## config.mk

```make
export PLATFORM = sky130hd
export DESIGN_NAME = head_prune_ctrl_flat
export DESIGN_NICKNAME = d
export VERILOG_FILES = /design/src/rtl/attn_ctrl_pkg.sv /design/src/rtl/head_prune_ctrl_if.sv /design/src/rtl/head_prune_ctrl_tile_counter.sv /design/src/rtl/head_prune_ctrl.sv /design/src/flat_wrapper.sv
export SDC_FILE = /design/constraint.sdc
export NUM_CORES = 1
export LEC_CHECK = 0
export BUFFER_PORTS_ARGS = -buffer_cell sky130_fd_sc_hd__buf_2
export CORE_MARGIN = 2
export CORE_UTILIZATION = 60
export DETAILED_ROUTE_END_ITERATION = 16
export PLACE_DENSITY = 0.92
export SETUP_SLACK_MARGIN = 0.3
export SYNTH_ARGS = -nofsm -noshare
export SYNTH_HDL_FRONTEND = slang
export SYNTH_HIERARCHICAL = 1
export SYNTH_SLANG_ARGS = --single-unit
```

## constraint.sdc

```tcl
create_clock -name clk -period 6.44 [get_ports clk]
set_clock_uncertainty 0.15 [all_clocks]
set_input_delay 0.966 -clock clk [delete_from_list [all_inputs] [get_ports clk]]
set_output_delay 0.966 -clock clk [all_outputs]
set_load 0.01 [all_outputs]
```

## src/rtl/attn_ctrl_pkg.sv

```systemverilog
// Shared definitions for the attention-stage controllers.
package attn_ctrl_pkg;

    localparam int unsigned DEF_WIDTH     = 8;
    localparam int unsigned DEF_NUM_TILES = 16;
    localparam int unsigned DEF_NUM_HEADS = 8;
    localparam int unsigned DEF_ACC_LAT   = 2;

    // One-hot controller states.
    typedef enum logic [5:0] {
        ST_IDLE    = 6'b000001,
        ST_CLEAR   = 6'b000010,
        ST_ACCUM   = 6'b000100,
        ST_DRAIN   = 6'b001000,
        ST_COMPARE = 6'b010000,
        ST_CAPTURE = 6'b100000
    } state_e;

    // Index width that never collapses to zero bits.
    function automatic int unsigned clog2_min1(input int unsigned n);
        return (n > 1) ? $clog2(n) : 1;
    endfunction

endpackage

```

## src/rtl/head_prune_ctrl_if.sv

```systemverilog
// Tile handshake and accumulator control bundle between array, controller and accumulator.
interface head_prune_ctrl_if;

    logic tile_valid;
    logic tile_ready;
    logic acc_clear;
    logic acc_enable;
    logic acc_compare;
    logic acc_prune;

    modport master (
        input  tile_valid,
        input  acc_prune,
        output tile_ready,
        output acc_clear,
        output acc_enable,
        output acc_compare
    );

    modport slave (
        output tile_valid,
        output acc_prune,
        input  tile_ready,
        input  acc_clear,
        input  acc_enable,
        input  acc_compare
    );

endinterface

```

## src/rtl/head_prune_ctrl_tile_counter.sv

```systemverilog
// Loadable up/down counter with a terminal-count flag.
module tile_counter #(
    parameter int unsigned W    = 4,
    parameter int unsigned LOAD = 0,
    parameter int unsigned TERM = 0,
    parameter bit          DOWN = 1'b0
) (
    input  logic clk,
    input  logic reset,
    input  logic load,
    input  logic en,
    output logic tc_c
);

    logic [W-1:0] cnt;

    // Count register: load has priority over counting.
    always_ff @(posedge clk) begin
        if (reset) begin
            cnt <= '0;
        end else if (load) begin
            cnt <= W'(LOAD);
        end else if (en) begin
            cnt <= DOWN ? cnt - W'(1) : cnt + W'(1);
        end
    end

    assign tc_c = (cnt == W'(TERM));

endmodule

```

## src/rtl/head_prune_ctrl.sv

```systemverilog
// Per-head Q*K absolute-sum pruning sequencer: drives the accumulator and builds the prune mask.
module head_prune_ctrl
    import attn_ctrl_pkg::*;
#(
    parameter int unsigned WIDTH     = DEF_WIDTH,
    parameter int unsigned NUM_TILES = DEF_NUM_TILES,
    parameter int unsigned NUM_HEADS = DEF_NUM_HEADS,
    parameter int unsigned ACC_LAT   = DEF_ACC_LAT,
    localparam int unsigned HEAD_W   = clog2_min1(NUM_HEADS)
) (
    input  logic                  clk,
    input  logic                  reset,
    input  logic                  start,
    head_prune_ctrl_if.master     bus,
    output logic [HEAD_W-1:0]     head_idx,
    output logic [NUM_HEADS-1:0]  prune_mask,
    output logic [HEAD_W:0]       prune_cnt,
    output logic                  busy,
    output logic                  done
);

    localparam int unsigned PCNT_W     = HEAD_W + 1;
    localparam int unsigned TILE_W     = clog2_min1(NUM_TILES + 1);
    localparam int unsigned DRAIN_W    = clog2_min1(ACC_LAT + 2);
    localparam int unsigned DRAIN_LOAD = (ACC_LAT > 0) ? ACC_LAT - 1 : 0;

    // The controller never touches data; WIDTH only has to describe a real datapath.
    if (WIDTH == 0 || NUM_TILES == 0 || NUM_HEADS == 0) begin : g_param_chk
        $error("head_prune_ctrl: WIDTH, NUM_TILES and NUM_HEADS must be nonzero");
    end

    state_e state;
    state_e state_next;
    logic   handshake_c;
    logic   last_head_c;
    logic   tile_load_c;
    logic   tile_en_c;
    logic   tile_tc_c;
    logic   drain_load_c;
    logic   drain_en_c;
    logic   drain_tc_c;

    assign handshake_c = bus.tile_valid && (state == ST_ACCUM);
    assign last_head_c = (head_idx == HEAD_W'(NUM_HEADS - 1));

    // Moore decodes straight off the one-hot state flops; acc_enable follows the handshake.
    assign bus.tile_ready  = (state == ST_ACCUM);
    assign bus.acc_clear   = (state == ST_CLEAR);
    assign bus.acc_compare = (state == ST_COMPARE);
    assign bus.acc_enable  = handshake_c;
    assign busy            = (state != ST_IDLE);

    tile_counter #(
        .W    (TILE_W),
        .LOAD (0),
        .TERM (NUM_TILES - 1),
        .DOWN (1'b0)
    ) u_tile_cnt (
        .clk   (clk),
        .reset (reset),
        .load  (tile_load_c),
        .en    (tile_en_c),
        .tc_c  (tile_tc_c)
    );

    tile_counter #(
        .W    (DRAIN_W),
        .LOAD (DRAIN_LOAD),
        .TERM (0),
        .DOWN (1'b1)
    ) u_drain_cnt (
        .clk   (clk),
        .reset (reset),
        .load  (drain_load_c),
        .en    (drain_en_c),
        .tc_c  (drain_tc_c)
    );

    // State register.
    always_ff @(posedge clk) begin
        if (reset) begin
            state <= ST_IDLE;
        end else begin
            state <= state_next;
        end
    end

    // Next-state and counter control.
    always_comb begin
        state_next   = state;
        tile_load_c  = 1'b0;
        tile_en_c    = 1'b0;
        drain_load_c = 1'b0;
        drain_en_c   = 1'b0;
        unique case (state)
            ST_IDLE: begin
                if (start) begin
                    state_next = ST_CLEAR;
                end
            end
            ST_CLEAR: begin
                tile_load_c = 1'b1;
                state_next  = ST_ACCUM;
            end
            ST_ACCUM: begin
                if (handshake_c) begin
                    tile_en_c = 1'b1;
                    if (tile_tc_c) begin
                        if (ACC_LAT == 0) begin
                            state_next = ST_COMPARE;
                        end else begin
                            drain_load_c = 1'b1;
                            state_next   = ST_DRAIN;
                        end
                    end
                end
            end
            ST_DRAIN: begin
                if (drain_tc_c) begin
                    state_next = ST_COMPARE;
                end else begin
                    drain_en_c = 1'b1;
                end
            end
            ST_COMPARE: begin
                state_next = ST_CAPTURE;
            end
            ST_CAPTURE: begin
                state_next = last_head_c ? ST_IDLE : ST_CLEAR;
            end
            default: begin
                state_next = ST_IDLE;
            end
        endcase
    end

    // Head index, prune mask/count and the end-of-pass pulse.
    always_ff @(posedge clk) begin
        if (reset) begin
            head_idx   <= '0;
            prune_mask <= '0;
            prune_cnt  <= '0;
            done       <= 1'b0;
        end else begin
            done <= 1'b0;
            if ((state == ST_IDLE) && start) begin
                head_idx   <= '0;
                prune_mask <= '0;
                prune_cnt  <= '0;
            end
            if (state == ST_CAPTURE) begin
                prune_mask[head_idx] <= bus.acc_prune;
                prune_cnt            <= prune_cnt + PCNT_W'(bus.acc_prune);
                if (last_head_c) begin
                    done <= 1'b1;
                end else begin
                    head_idx <= head_idx + HEAD_W'(1);
                end
            end
        end
    end

endmodule

```

## src/flat_wrapper.sv

```systemverilog
// flat-port wrapper written by rule: the top's interface ports become plain ports
module head_prune_ctrl_flat import attn_ctrl_pkg::*;
#(
    parameter int unsigned WIDTH     = DEF_WIDTH,
    parameter int unsigned NUM_TILES = DEF_NUM_TILES,
    parameter int unsigned NUM_HEADS = DEF_NUM_HEADS,
    parameter int unsigned ACC_LAT   = DEF_ACC_LAT,
    localparam int unsigned HEAD_W   = clog2_min1(NUM_HEADS)
)
  (clk, reset, start, head_idx, prune_mask, prune_cnt, busy, done, bus_tile_valid, bus_acc_prune, bus_tile_ready, bus_acc_clear, bus_acc_enable, bus_acc_compare);
  head_prune_ctrl_if bus_i ();
  input  logic clk;
  input  logic reset;
  input  logic start;
  output logic [HEAD_W-1:0] head_idx;
  output logic [NUM_HEADS-1:0] prune_mask;
  output logic [HEAD_W:0] prune_cnt;
  output logic busy;
  output logic done;
  input wire logic [$bits(bus_i.tile_valid)-1:0] bus_tile_valid;
  input wire logic [$bits(bus_i.acc_prune)-1:0] bus_acc_prune;
  output wire logic [$bits(bus_i.tile_ready)-1:0] bus_tile_ready;
  output wire logic [$bits(bus_i.acc_clear)-1:0] bus_acc_clear;
  output wire logic [$bits(bus_i.acc_enable)-1:0] bus_acc_enable;
  output wire logic [$bits(bus_i.acc_compare)-1:0] bus_acc_compare;
  assign bus_i.tile_valid = bus_tile_valid;
  assign bus_i.acc_prune = bus_acc_prune;
  assign bus_tile_ready = bus_i.tile_ready;
  assign bus_acc_clear = bus_i.acc_clear;
  assign bus_acc_enable = bus_i.acc_enable;
  assign bus_acc_compare = bus_i.acc_compare;
  head_prune_ctrl #(.WIDTH(WIDTH), .NUM_TILES(NUM_TILES), .NUM_HEADS(NUM_HEADS), .ACC_LAT(ACC_LAT)) u_core (.clk(clk), .reset(reset), .start(start), .bus(bus_i), .head_idx(head_idx), .prune_mask(prune_mask), .prune_cnt(prune_cnt), .busy(busy), .done(done));
endmodule
```

-- After elaboration in Yosys (flattened, before gate mapping)
Index checks and enable logic that the tools add are counted.
- register bits: 29
- bits of input ports: 5
- output and inout port bits: 21
- $add $sub $neg: 4
- $lt $le $gt $ge: 2
- eq/ne operators: 13
- mux-type cells: 28
- bitwise logic cells: 1
- reductions and logical operators: 10
- operator list (kind ; number):
    $pmux 6 s6 ; 1
    $mux 6 ; 4
    $mux 8 ; 3
    $mux 1 ; 12
    $mux 3 ; 3
    $bwmux 8 ; 1
    $mux 4 ; 2
    $eq 6x1->1 const B ; 1
    $eq 6x2->1 const B ; 1
    $eq 6x3->1 const B ; 1
    $eq 6x4->1 const B ; 1
    $eq 6x5->1 const B ; 1
    $eq 6x6->1 const B ; 1
    $ne 2x1->1 const B ; 3
    $ne 6x1->1 const B ; 1
    $reduce_or 2->1 ; 3
    $add 5x1->5 const B ; 1
    $eq 5x4->1 const B ; 1
    $add 4x1->4 ; 1
    $lt 3x4->1 const B ; 1
    $reduce_and 4->1 ; 1
    $reduce_bool 2->1 ; 2
    $add 3x1->3 const B ; 1
    $demux 1 s3 ; 1
    8 further kinds ; 10

-- Longest topological paths before layout
- depth after elaboration: 6
- mapped depth: 7
- depth with buffers taken out: 7

-- By module
Netlist, hierarchy kept.
- by module, submodules not included (module ; instances ; cells each ; area each (µm²) ; sequential area each (µm²)):
    head_prune_ctrl ; 1 ; 141 ; 1260.0 ; 440.4
    tile_counter (u_core.u_tile_cnt) ; 1 ; 24 ; 257.7 ; 100.1
    tile_counter (u_core.u_drain_cnt) ; 1 ; 10 ; 96.3 ; 40.0

-- Worst setup path before layout
No wires, ideal clock.
- path kind: register -> output
- start: reg u_core.state[4]
- end: out bus_acc_clear
- arrival time: 1430 ps
- setup slack: 3894 ps
- stages on the path, launching flop included: 4
- path buffers: 1
- path through: dfxtp_1 -> clkbuf_1 -> or4_1 -> nor3b_1
- longest elaborated chain between the ends: 1
- ends and longest elaborated chain (element ; line ; RTL):
    start, declared ; head_prune_ctrl.sv:32 ; state_e state;
    start signal, assigned ; head_prune_ctrl.sv:84 ; state <= state_next;
    $eq 6x2->1 ; head_prune_ctrl.sv:48 ; assign bus.acc_clear = (state == ST_CLEAR);
    end, declared ; flat_wrapper.sv:23 ; output wire logic [$bits(bus_i.acc_clear)-1:0] bus_acc_clear;
No other way between the ends.

-- Final worst setup path
- start: reg u_core.state[0]
- end: out bus_acc_enable
- longest elaborated chain between the ends: 2
- ends and longest elaborated chain (element ; line ; RTL):
    $eq 6x3->1 ; head_prune_ctrl.sv:43 ; assign handshake_c = bus.tile_valid && (state == ST_ACCUM);
    $logic_and 1x1->1 ; head_prune_ctrl.sv:43 ;
    end, declared ; flat_wrapper.sv:24 ; output wire logic [$bits(bus_i.acc_enable)-1:0] bus_acc_enable;
No other way between the ends.

==> results.py <==
metrics = {
    "final_layout": {
        "antenna_cells": 0,
        "fin_area_um2": 1760,
        "layout.nets": 207,
        "layout-drive-gt1-share_pct": 23.5,
        "final_cell_mix": "dfxtp_1 (29), buf_2 (25)",
        "area_delta_synth_final_pct": 8.84,
        "final_common_cell": "dfxtp_1",
    },
    "clock_tree": {
        "worstSkewPairLatency_ns": 0.32,
        "postCtsSetupBuffers": 0,
        "h-tree-depth": 2,
        "ctsResizeCount": 0,
        "cts_tree": "yes",
        "cts_hold_buf": 0,
        "cts_root_buf": "clkbuf_4",
        "cts_buffer_depth": 2,
        "path_clk_slew_ns": 0.09,
        "cts_sinks": 29,
        "cts_inserted_buffers": 5,
    },
    "power": {
        "irDropWorstVdd_uv": 190,
        "total_leakage_power_nw": 0.709,
        "power_frac_seq_pct": 54.2,
        "p_sw_w": 0.000110,
        "internal_power_w": 0.000248,
        "netSwitchingFraction_pct": 30.8,
        "clkPwrFrac_pct": 28.4,
        "power_per_cell_area_nw_per_um2": 204,
        "combPwrFrac_pct": 17.4,
    },
    "synth": {
        "async_flop_share_pct": 0,
        "syn_area_per_cell_um2": 9.22,
        "synth_edf_count": 0,
        "ys_seq_elements": 29,
        "ys_warn_count": 6,
        "synthCells": 175,
        "netlist_area_um2": 1610,
        "ys.flop_type": "dfxtp_1",
        "yosysSeqAreaShare_pct": 36.0,
        "synth.distinct_cells": 51,
        "syn_nets": 187,
    },
    "critical_path": {
        "startpoint_type": "flop",
        "cp.required_ns": 5.32,
        "worst_setup_path_end_kind": "output port",
        "worstPathArrival_ns": 2.42,
        "cp_max_fo": 15,
        "rr_worst_depth": 4,
        "crit_type": "flop to output port",
    },
    "global_routing": {
        "antenna_found_initial": 0,
        "grt_max_degree": 21,
        "grt_usage_pct": 24.6,
        "grt_pass1_vias": 1477,
        "grt_pass1_wl_um": 6200,
        "grt.overflow.total": 0,
    },
    "route": {
        "num_vias": 1456,
        "ant_nets": 0,
        "drc": 0,
        "drtPass1Iterations": 4,
        "routed_wirelength_um": 3680,
        "routedWlPerCell_um": 16.3,
        "vias_per_cell": 6.44,
        "first_iter_violations": 67,
    },
    "timing": {
        "rsz0062_at_grt": "no",
        "final.setup.tns_ns": 0,
        "setup_viol": 0,
        "post-route-period-util_pct": 54.9,
        "finalHoldViolCount": 0,
        "tightestPinTransition_ns": 1.10,
        "maxSlewHeadroom_pct": 25.9,
        "clock.fmax_mhz": 283,
        "min_period_ns": 3.53,
        "maxSlewViolCount": 0,
    },
    "floorplanning": {
        "die_height_um": 55.9,
        "core_um2": 2520,
        "row_count": 18,
        "pin_count": 26,
        "die_w_um": 55.9,
        "die_area_um2": 3120,
        "start_util_pct": 64.0,
    },
    "place": {
        "dpl-instance-area_um2": 1710,
        "globalplace.congestion": 0.774,
        "dpl.hpwl_um": 2690,
        "port_buffers": 25,
    },
    "job": {
        "max_cap_violations": 0,
    },
    "hold_path": {
        "whs_path_depth": 1,
        "hold_class": "flop to flop",
    },
    "outcome": {
        "outcome": "finished clean",
    },
}
-- power groups by stage --
stage	Combinational [W]	Clock (W)	Sequential, W
2_1_floorplan	0.0000638	0	0.000189
3_3_place_gp	0.0000581	0	0.000196
3_5_place_dp	0.0000613	0	0.000198
4_1_cts	0.0000619	0.000104	0.000193
5_1_grt	0.0000677	0.000114	0.000195
6_report	0.0000625	0.000102	0.000194
-- area by class of cell --
| type | instances | area (um2) |
|---|---|---|
| repair buffers | 25 | 125 |
| well taps | 30 | 37.5 |
| fillers | 203 | 766 |
| clock buffers | 6 | 41.3 |
| flip-flops and latches | 29 | 581 |
| multi-input cells | 124 | 925 |
| inverters | 10 | 37.5 |
| clock inverters | 2 | 10.0 |
-- cells by family after synthesis --
| family | count (synthesis) | share of synthesized area [%] |
|---|---|---|
| XOR/XNOR | 2 | 1.09 |
| flip-flops | 29 | 36.0 |
| AND/OR/NAND/NOR | 82 | 33.1 |
| multiplexers | 2 | 1.55 |
| adder cells (fa/ha/maj) | 7 | 5.43 |
| AO/OA/AOI/OAI | 31 | 16.1 |
| buffers and inverters | 22 | 6.74 |
-- worst paths after layout --
| kind | startpoint | to | slack [ns] |
|---|---|---|---|
| setup / recovery | u_core/state[0]$_SDFFE_PP1P_ | bus_acc_enable | 2.91 |
| hold / removal | u_core/prune_mask[7]$_SDFF_PP0_ | u_core/prune_mask[7]$_SDFF_PP0_ | 0.32 |
| setup reg to reg | u_core/state[0]$_SDFFE_PP1P_ | u_core/u_tile_cnt/cnt[3]$_SDFFE_PP0P_ | 3.81 |
| hold reg to reg | u_core/prune_mask[7]$_SDFF_PP0_ | u_core/prune_mask[7]$_SDFF_PP0_ | 0.32 |
-- layer usage --
layer / part of all wire (%) / track usage, %
met1: 40 / 26.0
met2: 52 / 44.6
met3: 4.9 / 5.58
met4: 2.5 / 13.9
met5: 0 / 0
-- cells in the mapped netlist, types with 3 or more instances --
cell,count,area share (%)
dfxtp_1,29,36
a31o_1,10,5.4
inv_1,10,2.3
nor2_1,10,2.3
nor4_1,10,3.9
nand3_1,8,2.5
ha_1,7,5.4
clkbuf_1,6,1.4
nor3b_1,6,2.8
nand3b_1,5,2.3
or3_1,5,1.9
a21oi_1,4,1.2
nand2_1,4,0.93
nand2b_1,4,1.6
nor2b_1,4,1.6
and3_1,3,1.2
buf_2,3,0.93
buf_6,3,2.1
nor3_1,3,0.93
nor4b_1,3,1.6
o41ai_1,3,1.6
-- state kept, by name, summed over array words and instances, names as in the netlist --
signal,flops
u_core/u_tile_cnt/cnt,5
u_core/prune_cnt,4
u_core/head_idx,3
u_core/u_drain_cnt/cnt,2
u_core/prune_mask,8
u_core/done,1
u_core/state,6
-- worst max-delay path: stages (launching register included) --
cell and delay (ns):
dfxtp_1 0.41, nor4_2 0.99, and3_1 0.50, buf_2 0.20
-- per-stage QoR --
| step | cells | hold WS (ns) | utilization [%] | setup slack, ns | power, W |
|---|---|---|---|---|---|
| global route | 226 | 0.352 | 69.6 | 2.77 | 0.000376 |
| floorplan | 175 | 0.331 | - | 3.89 | 0.000253 |
| finish | 226 | 0.325 | 69.6 | 2.91 | 0.000358 |
| global placement | 218 | 0.302 | 67.6 | 3.40 | 0.000254 |
| CTS | 226 | 0.331 | 69.6 | 2.95 | 0.000359 |
| detailed placement | 218 | 0.310 | 67.6 | 3.29 | 0.000259 |
Power figures use the tool's default switching activity.
